### src/rtl/imem_uart_loader_pkg.sv
// Shared types and helpers for the UART instruction-memory loader.
// Holds the sync byte, FSM encodings and the baud divider calculation.
package imem_uart_loader_pkg;

    localparam logic [7:0] SYNC_BYTE = 8'hA5;

    typedef enum logic [2:0] {
        IDLE,
        COUNT,
        DATA,
        CHECK,
        DONE,
        ERR
    } ldr_state_t;

    typedef enum logic [1:0] {
        RX_IDLE,
        RX_START,
        RX_DATA,
        RX_STOP
    } rx_state_t;

    // Rounded clock cycles per UART bit.
    function automatic int calc_div(input int clk_hz, input int baud);
        return (clk_hz + baud / 2) / baud;
    endfunction

endpackage

### src/rtl/imem_uart_loader_uart_rx.sv
// 8N1 UART receiver: 2-FF synchronizer, mid-bit sampling, glitch-rejecting start bit.
// Latency: byte_valid/ferr pulse one cycle after the stop-bit sample.
// Backpressure: none; each byte is a single-cycle pulse that must be consumed.
module imem_uart_loader_uart_rx
    import imem_uart_loader_pkg::*;
#(
    parameter int DIV = 868
) (
    input  logic       clk,
    input  logic       rst,
    input  logic       rx_pin,
    output logic       byte_valid,
    output logic [7:0] byte_data,
    output logic       ferr
);

    localparam int CW   = $clog2(DIV + 1);
    localparam int HALF = (DIV / 2 > 0) ? DIV / 2 : 1;

    logic            rx_meta, rx_sync, rx_prev;
    rx_state_t       state, state_nxt;
    logic [CW-1:0]   cnt, cnt_nxt;
    logic [2:0]      bit_idx, bit_nxt;
    logic [7:0]      shreg, sh_nxt;
    logic            vld_nxt, ferr_nxt;

    assign byte_data = shreg;

    always_ff @(posedge clk) begin
        if (rst) begin
            rx_meta    <= 1'b1;
            rx_sync    <= 1'b1;
            rx_prev    <= 1'b1;
            state      <= RX_IDLE;
            cnt        <= '0;
            bit_idx    <= '0;
            shreg      <= '0;
            byte_valid <= 1'b0;
            ferr       <= 1'b0;
        end else begin
            rx_meta    <= rx_pin;
            rx_sync    <= rx_meta;
            rx_prev    <= rx_sync;
            state      <= state_nxt;
            cnt        <= cnt_nxt;
            bit_idx    <= bit_nxt;
            shreg      <= sh_nxt;
            byte_valid <= vld_nxt;
            ferr       <= ferr_nxt;
        end
    end

    always_comb begin
        state_nxt = state;
        cnt_nxt   = cnt + CW'(1);
        bit_nxt   = bit_idx;
        sh_nxt    = shreg;
        vld_nxt   = 1'b0;
        ferr_nxt  = 1'b0;
        case (state)
            RX_IDLE: begin
                cnt_nxt = '0;
                if (rx_prev && !rx_sync) state_nxt = RX_START;
            end
            RX_START: begin
                // A line that is high again at half-bit was only a glitch.
                if (cnt == CW'(HALF - 1)) begin
                    cnt_nxt   = '0;
                    bit_nxt   = '0;
                    state_nxt = rx_sync ? RX_IDLE : RX_DATA;
                end
            end
            RX_DATA: begin
                if (cnt == CW'(DIV - 1)) begin
                    cnt_nxt = '0;
                    sh_nxt  = {rx_sync, shreg[7:1]};
                    bit_nxt = bit_idx + 3'd1;
                    if (bit_idx == 3'd7) state_nxt = RX_STOP;
                end
            end
            RX_STOP: begin
                if (cnt == CW'(DIV - 1)) begin
                    cnt_nxt   = '0;
                    state_nxt = RX_IDLE;
                    vld_nxt   = rx_sync;
                    ferr_nxt  = !rx_sync;
                end
            end
            default: state_nxt = RX_IDLE;
        endcase
    end

endmodule

### src/rtl/imem_uart_loader.sv
// Framed UART program loader driving the instruction-memory write port; holds the CPU during loads.
// Latency: each word is written the cycle after its 4th byte's byte_valid.
// Backpressure: none; memory write port always accepts, UART input cannot be stalled.
module imem_uart_loader
    import imem_uart_loader_pkg::*;
#(
    parameter int CLK_HZ      = 100000000,
    parameter int BAUD        = 115200,
    parameter int ADDR_W      = 6,
    parameter int TIMEOUT_CYC = 16 * calc_div(CLK_HZ, BAUD) * 10
) (
    input  logic              sys_clk_in,
    input  logic              sys_rst,
    input  logic              uart_rx_pin,
    output logic              wea,
    output logic [ADDR_W-1:0] addra,
    output logic [31:0]       dina,
    output logic              cpu_hold,
    output logic              load_done,
    output logic              load_err,
    output logic [ADDR_W:0]   word_cnt
);

    localparam int DIV   = calc_div(CLK_HZ, BAUD);
    localparam int DEPTH = 1 << ADDR_W;
    localparam int CW    = ADDR_W + 1;
    localparam int TW    = $clog2(TIMEOUT_CYC + 1);

    logic       byte_valid, ferr;
    logic [7:0] byte_data;

    imem_uart_loader_uart_rx #(.DIV(DIV)) u_rx (
        .clk        (sys_clk_in),
        .rst        (sys_rst),
        .rx_pin     (uart_rx_pin),
        .byte_valid (byte_valid),
        .byte_data  (byte_data),
        .ferr       (ferr)
    );

    ldr_state_t        state, state_nxt;
    logic [CW-1:0]     n_words, n_nxt, wc_nxt;
    logic [1:0]        byte_idx, bidx_nxt;
    logic [31:0]       asm_word, asm_nxt, dina_nxt;
    logic [7:0]        csum, csum_nxt;
    logic [TW-1:0]     tmo, tmo_nxt;
    logic [ADDR_W-1:0] addra_nxt;
    logic              wea_nxt, hold_nxt, done_nxt, err_nxt, go_err;

    always_ff @(posedge sys_clk_in) begin
        if (sys_rst) begin
            state     <= IDLE;
            n_words   <= '0;
            byte_idx  <= '0;
            asm_word  <= '0;
            csum      <= '0;
            tmo       <= '0;
            wea       <= 1'b0;
            addra     <= '0;
            dina      <= '0;
            cpu_hold  <= 1'b0;
            load_done <= 1'b0;
            load_err  <= 1'b0;
            word_cnt  <= '0;
        end else begin
            state     <= state_nxt;
            n_words   <= n_nxt;
            byte_idx  <= bidx_nxt;
            asm_word  <= asm_nxt;
            csum      <= csum_nxt;
            tmo       <= tmo_nxt;
            wea       <= wea_nxt;
            addra     <= addra_nxt;
            dina      <= dina_nxt;
            cpu_hold  <= hold_nxt;
            load_done <= done_nxt;
            load_err  <= err_nxt;
            word_cnt  <= wc_nxt;
        end
    end

    always_comb begin
        state_nxt = state;
        n_nxt     = n_words;
        bidx_nxt  = byte_idx;
        asm_nxt   = asm_word;
        csum_nxt  = csum;
        tmo_nxt   = tmo;
        wea_nxt   = 1'b0;
        addra_nxt = addra;
        dina_nxt  = dina;
        hold_nxt  = cpu_hold;
        done_nxt  = load_done;
        err_nxt   = load_err;
        wc_nxt    = word_cnt;
        go_err    = 1'b0;

        // Inter-byte watchdog; an arriving byte always beats expiry.
        if (state == COUNT || state == DATA || state == CHECK) begin
            if (byte_valid) tmo_nxt = '0;
            else if (tmo == TW'(TIMEOUT_CYC - 1)) go_err = 1'b1;
            else tmo_nxt = tmo + TW'(1);
            if (ferr) go_err = 1'b1;
        end

        case (state)
            IDLE, DONE, ERR: begin
                if (byte_valid && byte_data == SYNC_BYTE) begin
                    state_nxt = COUNT;
                    hold_nxt  = 1'b1;
                    done_nxt  = 1'b0;
                    err_nxt   = 1'b0;
                    wc_nxt    = '0;
                    tmo_nxt   = '0;
                end
            end
            COUNT: begin
                if (byte_valid) begin
                    if (byte_data == 8'd0 || int'(byte_data) > DEPTH) begin
                        go_err = 1'b1;
                    end else begin
                        n_nxt     = CW'(byte_data);
                        csum_nxt  = byte_data;
                        bidx_nxt  = '0;
                        state_nxt = DATA;
                    end
                end
            end
            DATA: begin
                if (byte_valid) begin
                    // Little-endian: the first byte drifts down to bits [7:0].
                    asm_nxt  = {byte_data, asm_word[31:8]};
                    csum_nxt = csum ^ byte_data;
                    bidx_nxt = byte_idx + 2'd1;
                    if (byte_idx == 2'd3) begin
                        wea_nxt   = 1'b1;
                        addra_nxt = word_cnt[ADDR_W-1:0];
                        dina_nxt  = {byte_data, asm_word[31:8]};
                        wc_nxt    = word_cnt + CW'(1);
                        if (word_cnt + CW'(1) == n_words) state_nxt = CHECK;
                    end
                end
            end
            CHECK: begin
                if (byte_valid) begin
                    if (byte_data == csum) begin
                        state_nxt = DONE;
                        done_nxt  = 1'b1;
                        hold_nxt  = 1'b0;
                    end else begin
                        go_err = 1'b1;
                    end
                end
            end
            default: state_nxt = IDLE;
        endcase

        if (go_err) begin
            state_nxt = ERR;
            err_nxt   = 1'b1;
            hold_nxt  = 1'b1;
        end
    end

endmodule
### config.mk
export PLATFORM = sky130hd
export DESIGN_NAME = imem_uart_loader
export DESIGN_NICKNAME = d
export VERILOG_FILES = /design/src/rtl/imem_uart_loader_pkg.sv /design/src/rtl/imem_uart_loader_uart_rx.sv /design/src/rtl/imem_uart_loader.sv
export SDC_FILE = /design/constraint.sdc
export NUM_CORES = 1
export LEC_CHECK = 0
export ABC_AREA = 1
export ABC_CLOCK_PERIOD_IN_PS = 1600
export CAP_MARGIN = 15
export CORE_MARGIN = 5
export CORE_UTILIZATION = 47
export DETAILED_ROUTE_END_ITERATION = 8
export PLACE_DENSITY = 0.68
export SYNTH_ARGS = -nofsm -noshare
export SYNTH_HDL_FRONTEND = slang
export SYNTH_SLANG_ARGS = --single-unit
### constraint.sdc
create_clock -name sys_clk_in -period 1.6 [get_ports sys_clk_in]
set_input_delay 0.32 -clock sys_clk_in [delete_from_list [all_inputs] [get_ports sys_clk_in]]
set_output_delay 0.32 -clock sys_clk_in [all_outputs]
set_load 0.02 [all_outputs]
[After elaboration in Yosys (flattened, before gate mapping)]
Cells that the tools add are included.
Storage, ports and cells
  register bits: 147
Cells by class
  add/subtract/negate cells: 5
  order comparisons: 1
  eq/ne operators: 37
  multiplexer cells: 61
  bitwise operators: 6
  reduce and logical (&&, ||, !) cells: 34
Operator list (number)
  $mux W18: 5
  $mux W3: 11
  $pmux W10 S3: 1
  $mux W8: 3
  $ne A2 B1 Y1 const B: 11
  $mux W7: 3
  $mux W10: 2
  $add A18 B1 Y18 const B: 1
  $eq A18 B18 Y1 const B: 1
  $mux W1: 18
  $mux W2: 9
  $ne A3 B2 Y1 const B: 6
  $pmux W8 S2: 1
  $reduce_and A4 Y1: 4
  $reduce_and A8 Y1: 2
  $pmux W7 S2: 1
  $pmux W3 S4: 1
  $reduce_bool A2 Y1: 6
  $add A10 B1 Y10 const B: 1
  $eq A10 B10 Y1 const B: 1
  $eq A10 B9 Y1 const B: 1
  $eq A3 B3 Y1 const B: 3
  $reduce_and A3 Y1: 3
  $reduce_or A3 Y1: 3
  other kinds (29): 46

[Depth between registers and ports, before layout]
Gate-level depths: netlist of run 1.
  depth in word-level cells: 10
  mapped depth: 15
  gate-level depth less buffers: 15

[By module]
A second synthesis of run 1 with hierarchy kept.
Unflattened totals
  cell total of the unflattened synthesis: 809
  area, all modules: 6127.1 um^2
By module, submodules not included
  imem_uart_loader: times used 1, cells each 650, area an instance 4902.2 um^2, seq. area each 2222.1 um^2
  imem_uart_loader_uart_rx: times used 1, cells each 159, area an instance 1224.9 um^2, seq. area each 560.5 um^2

[Worst setup path after synthesis of run 1]
OpenSTA, ideal clock, no wires.
  kind: reg2reg
  from: reg word_cnt[0]
  to: reg state[2]
  setup time: 123 ps
  arrival: 1680 ps
  required time: 1477 ps
  path slack: -202 ps
  cell stages (with the launch flop): 15
  clock period less this slack: 1802 ps
  cells stage by stage: dfxtp_1 ha_1 nand3_1 nor2_1 nand2_1 nand2_1 nand2_1 nand2_1 nand2_1 nand3_1 nand2_1 nand2_1 nand2_1 nand3_1 nand2_1
Between the ends
  cells in the longest elaborated chain, start to end: 4
RTL lines
  start, declared: line imem_uart_loader.sv:21  | output logic [ADDR_W:0] word_cnt
  start signal, assigned: line imem_uart_loader.sv:78  | word_cnt <= wc_nxt;
  $add A7 B1 Y7: line imem_uart_loader.sv:140  | if (word_cnt + CW'(1) == n_words) state_nxt = CHECK;
  $eq A7 B7 Y1: line imem_uart_loader.sv:140
  $ne A3 B2 Y1 (no source line)
  $reduce_and A8 Y1 (no source line)
  end signal, assigned: line imem_uart_loader.sv:66  | state <= state_nxt;
  end, declared: line imem_uart_loader.sv:41  | ldr_state_t state, state_nxt;
No other way between the ends.
A chain may end at the register's enable or synchronous reset.

[Final worst setup path of run 1]
  from: reg u_rx.shreg[0] (netlist: u_rx.byte_data[0])
  to: reg state[0]
Between the ends
  cells in the longest elaborated chain, start to end: 7
RTL lines
  start, declared: line imem_uart_loader_uart_rx.sv:24  | logic [7:0] shreg, sh_nxt;
  start signal, assigned: line imem_uart_loader_uart_rx.sv:47  | shreg <= sh_nxt;
  $gt A8 B7 Y1 / $logic_not A8 Y1 (equally long branches): line imem_uart_loader.sv:119  | if (byte_data == 8'd0 || int'(byte_data) > DEPTH) begin
  $logic_or A1 B1 Y1: line imem_uart_loader.sv:119
  $mux W1: line imem_uart_loader.sv:119
  $mux W1: line imem_uart_loader.sv:118  | if (byte_valid) begin
  $pmux W1 S2: line imem_uart_loader.sv:106  | case (state)
  $ne A3 B2 Y1 (no source line) / $ne A3 B3 Y1 (equally long branches)
  $reduce_and A8 Y1 (no source line)
Several ways; a longest one is shown, not always the timed one.

==> flow_summary.ini, run 1 <==
[routing]
routedWlPerCell_um = 15.02
drt_pass1_iterations = 4
drt-initial-drc-count = 475
number_of_remaining_drc_errors = 0
vias = 6228
ant_nets = 0
drt_wl_total_um = 17590
via_per_inst = 5.319

[synth]
yosys_warnings = 0
post-synth-top-area-fraction_pct = 45.32
async_flop_share_pct = 0
synth_area_leaders = dfxtp_1, nand2_1, o21ai_0
yosysUniqueCellTypes = 37
syn-num-nets = 848
synth_commonest_cells = dfxtp_1, nand2_1, nor2_1, o21ai_0, inv_1
synth_cells = 834
post_synth.cell_area_avg_um2 = 7.362
post-synth-top-count-cell = dfxtp_1
syn-cell-area_um2 = 6140
synth_edf_count = 0
synth-seq-area-share_pct = 45.32
synth.largest_area_cell = dfxtp_1
synthFlopType = dfxtp_1
synth_register_bits = 139

[timing]
worst_slew_pin_tran_ps = 375.6
setup_tns_ps = -1848
min_period_ps = 1727
final-max-slew-violation-count = 0
post-route-period-util_pct = 108.0
max-slew-margin-rel_pct = 74.77
rsz_0062_raised_after_global_routing = true
final_hold_viol_count = 0
highest_clock_rate_mhz = 578.9
worst_clock_skew_ps = 6.630
fin_ws_ps = -127.4
setup_viol = 40

[global_route]
busiest_layer = met2
grtUsageMet2_pct = 34.64
vias_in_the_first_global_route = 5876
grt_resource_usage_total_pct = 20.84
antenna_violations_before_repair = 0
met3_use_gr_pct = 4.974
grt_overflow_total = 0
grtUsageMet1_pct = 26.03
wire_length_of_the_first_global_routing_pass_um = 27280
largest_net_degree_at_the_start_of_global_routing = 47

[setup_path]
critPathMaxStageDelay_ps = 360
regToRegSetupSlack_ps = -130
cp-start-kind = flip-flop
worst_ep_arrival_time_ps = 2030
cp_num_buf_inv = 1
worstPathRequired_ps = 1900
regToRegStartpoint = u_rx.byte_data[0]
worst-path-max-fanout = 4
crit_path_end_kind = flip-flop
timing.rr.end = state[0]
crit_path_top_delay_cell = dfxtp_2
rr_worst_depth = 11
timing.critical_path.cells = xnor2_1, nand2_1, nor2_1, nand2_1, nand2_2, a21oi_1, buf_4, nor2_2, nand2_1, nor2_1, nor2_1
crit_type = flip-flop to flip-flop
timing.critical_path.max_delay_family = simple AND/OR/NAND/NOR gates

[floorplanning]
floorplan.die_area_um2 = 15450
initial_core_util_pct = 48.26
row_count = 41
core_area_um2 = 12720
floorplan.die.width_um = 124.3
num_io_pins = 52
die_height_um = 124.3

[power_and_ir_drop]
power.ir.vdd_worst_mv = 1.050
p_leak_nw = 3.777
power_density_cells_nw_per_um2 = 1177

[cells_and_area]
number_of_inserted_diodes = 0
final_nets = 1000
final_layout_size_suffix_gt1_share_pct = 30.53
syn2layout_area_growth_pct = 42.73
fin_util_pct = 68.88

[placed_design]
io_buffers = 51
half_perimeter_wire_length_after_detailed_placement_um = 11070
place.gp.congestion = 0.8940

[cts]
cts.sinks = 139
cts-htree-levels = 4
holdBufCountCts = 0
cts_buffer_depth = 2
clock-root-buffer = clkbuf_16
clk_transition_reported_paths_ps = 60
cts_tree = built
cts_buffers = 17
insertion_delay_ps = 420

[status]
failing_checks = negative setup slack
status = finished, violations left

[min_path]
number_of_cells_on_the_worst_hold_path = 1
hold_path.startpoint = u_rx.rx_meta
min_delay_worst_endpoint = u_rx.rx_sync
hold_path.class = flip-flop to flip-flop

[job]
cap_violations = 0
[cell families after synthesis]
group	count (synthesis)	share of synthesized area, %
AO/OA/AOI/OAI	187	16.34
XOR/XNOR	15	2.140
adder cells (fa/ha/maj)	11	2.242
buffers and inverters	119	7.866
flip-flops	139	45.32
AND/OR/NAND/NOR	363	26.09
[how the worst max path moves through the flow]
stage / from / to / slack [ps] / depth (start not counted)
after floorplan: state[2] / dina[29] / 3 / 10
after global placement: word_cnt[0] / state[1] / -70 / 13
after detailed placement: word_cnt[2] / state[1] / -130 / 12
after CTS: word_cnt[0] / state[1] / -50 / 12
after global routing: u_rx.byte_data[0] / state[0] / -300 / 11
final: u_rx.byte_data[0] / state[0] / -130 / 11
[registers in the layout, indices dropped and copies added (netlist names), named ones only]
signal           count
addra                6
asm_word            24
byte_idx             2
cpu_hold             1
csum                 8
dina                32
load_done            1
load_err             1
n_words              7
state                3
tmo                 18
u_rx.bit_idx         3
u_rx.byte_data       8
u_rx.byte_valid      1
u_rx.cnt            10
u_rx.ferr            1
u_rx.rx_meta         1
u_rx.rx_prev         1
u_rx.rx_sync         1
u_rx.state           1
wea                  1
word_cnt             7
[per-stage QoR]
step	hold WS [ps]	area [µm²]	power, mW	setup slack [ps]	cells
3_5_place_dp	398.6	7400	5.306	-131.7	1109
4_1_cts	417.2	8223	9.740	-53.69	1151
5_1_grt	435.6	8763	10.73	-302.3	1171
6_report	413.2	8763	10.32	-127.4	1171
2_1_floorplan	389.5	6187	4.686	3.446	834
3_3_place_gp	398.2	7400	5.248	-65.32	1109
[final cells by class]
class                   count  area (µm²)
fillers                  1047        3959
multi-input cells         577        3361
well taps                 172       215.2
clock buffers              17       425.4
repair buffers            160        1345
repair inverters            3       21.27
clock inverters            15       187.7
flip-flops and latches    139        2840
inverters                  88       367.9
[report_power, final]
| part | internal, mW | switching, mW |
|---|---|---|
| registers | 3.56 | 0.108 |
| logic | 1.04 | 1.51 |
| clock network | 2.49 | 1.61 |
| total | 7.08 | 3.23 |
[repair_timing]
| action | CTS | global route |
|---|---|---|
| gates resized for setup | 110 | 147 |
| pin swaps | 19 | 38 |
| buffers inserted | 8 | 17 |
| cloned | 2 | 3 |
| endpoints found under the setup margin | 96 | 118 |
[per-layer routing]
layer | wire, µm | vias up
met5 | 0 | -
met4 | 435 | 0
met3 | 797 | 45
met2 | 8687 | 185
met1 | 7670 | 2914
li1 | - | 3084
[layout by cell type, fill, tap and decap left out, types with 9 or more instances in the layout]
master         instances
dfxtp_2               16
dfxtp_4               10
nor2_2                 9
buf_6                 11
nand2_1              109
nand2_2               24
clkbuf_16             17
inv_4                 12
nand3_1               48
buf_4                 93
o21ai_0               70
nand4_1               15
nor3_1                18
a21oi_1               73
nor2_1                89
xor2_1                 9
dlygate4sd2_1         46
o21ai_1               16
inv_1                 60
dfxtp_1              113
nand3_2               10
nor2_4                12
inv_2                 16
o21ai_2               13
Note: power is estimated with default switching activity, not from simulation.
==> run 2: changes to the inputs <==
--- a/config.mk
+++ b/config.mk
@@ -12,6 +12,7 @@
 export CORE_UTILIZATION = 47
 export DETAILED_ROUTE_END_ITERATION = 8
 export PLACE_DENSITY = 0.68
+export SLEW_MARGIN = 20
 export SYNTH_ARGS = -nofsm -noshare
 export SYNTH_HDL_FRONTEND = slang
 export SYNTH_SLANG_ARGS = --single-unit
==> results of run 2 <==
The final DEF is identical to that of run 1; final timing and power are the same.
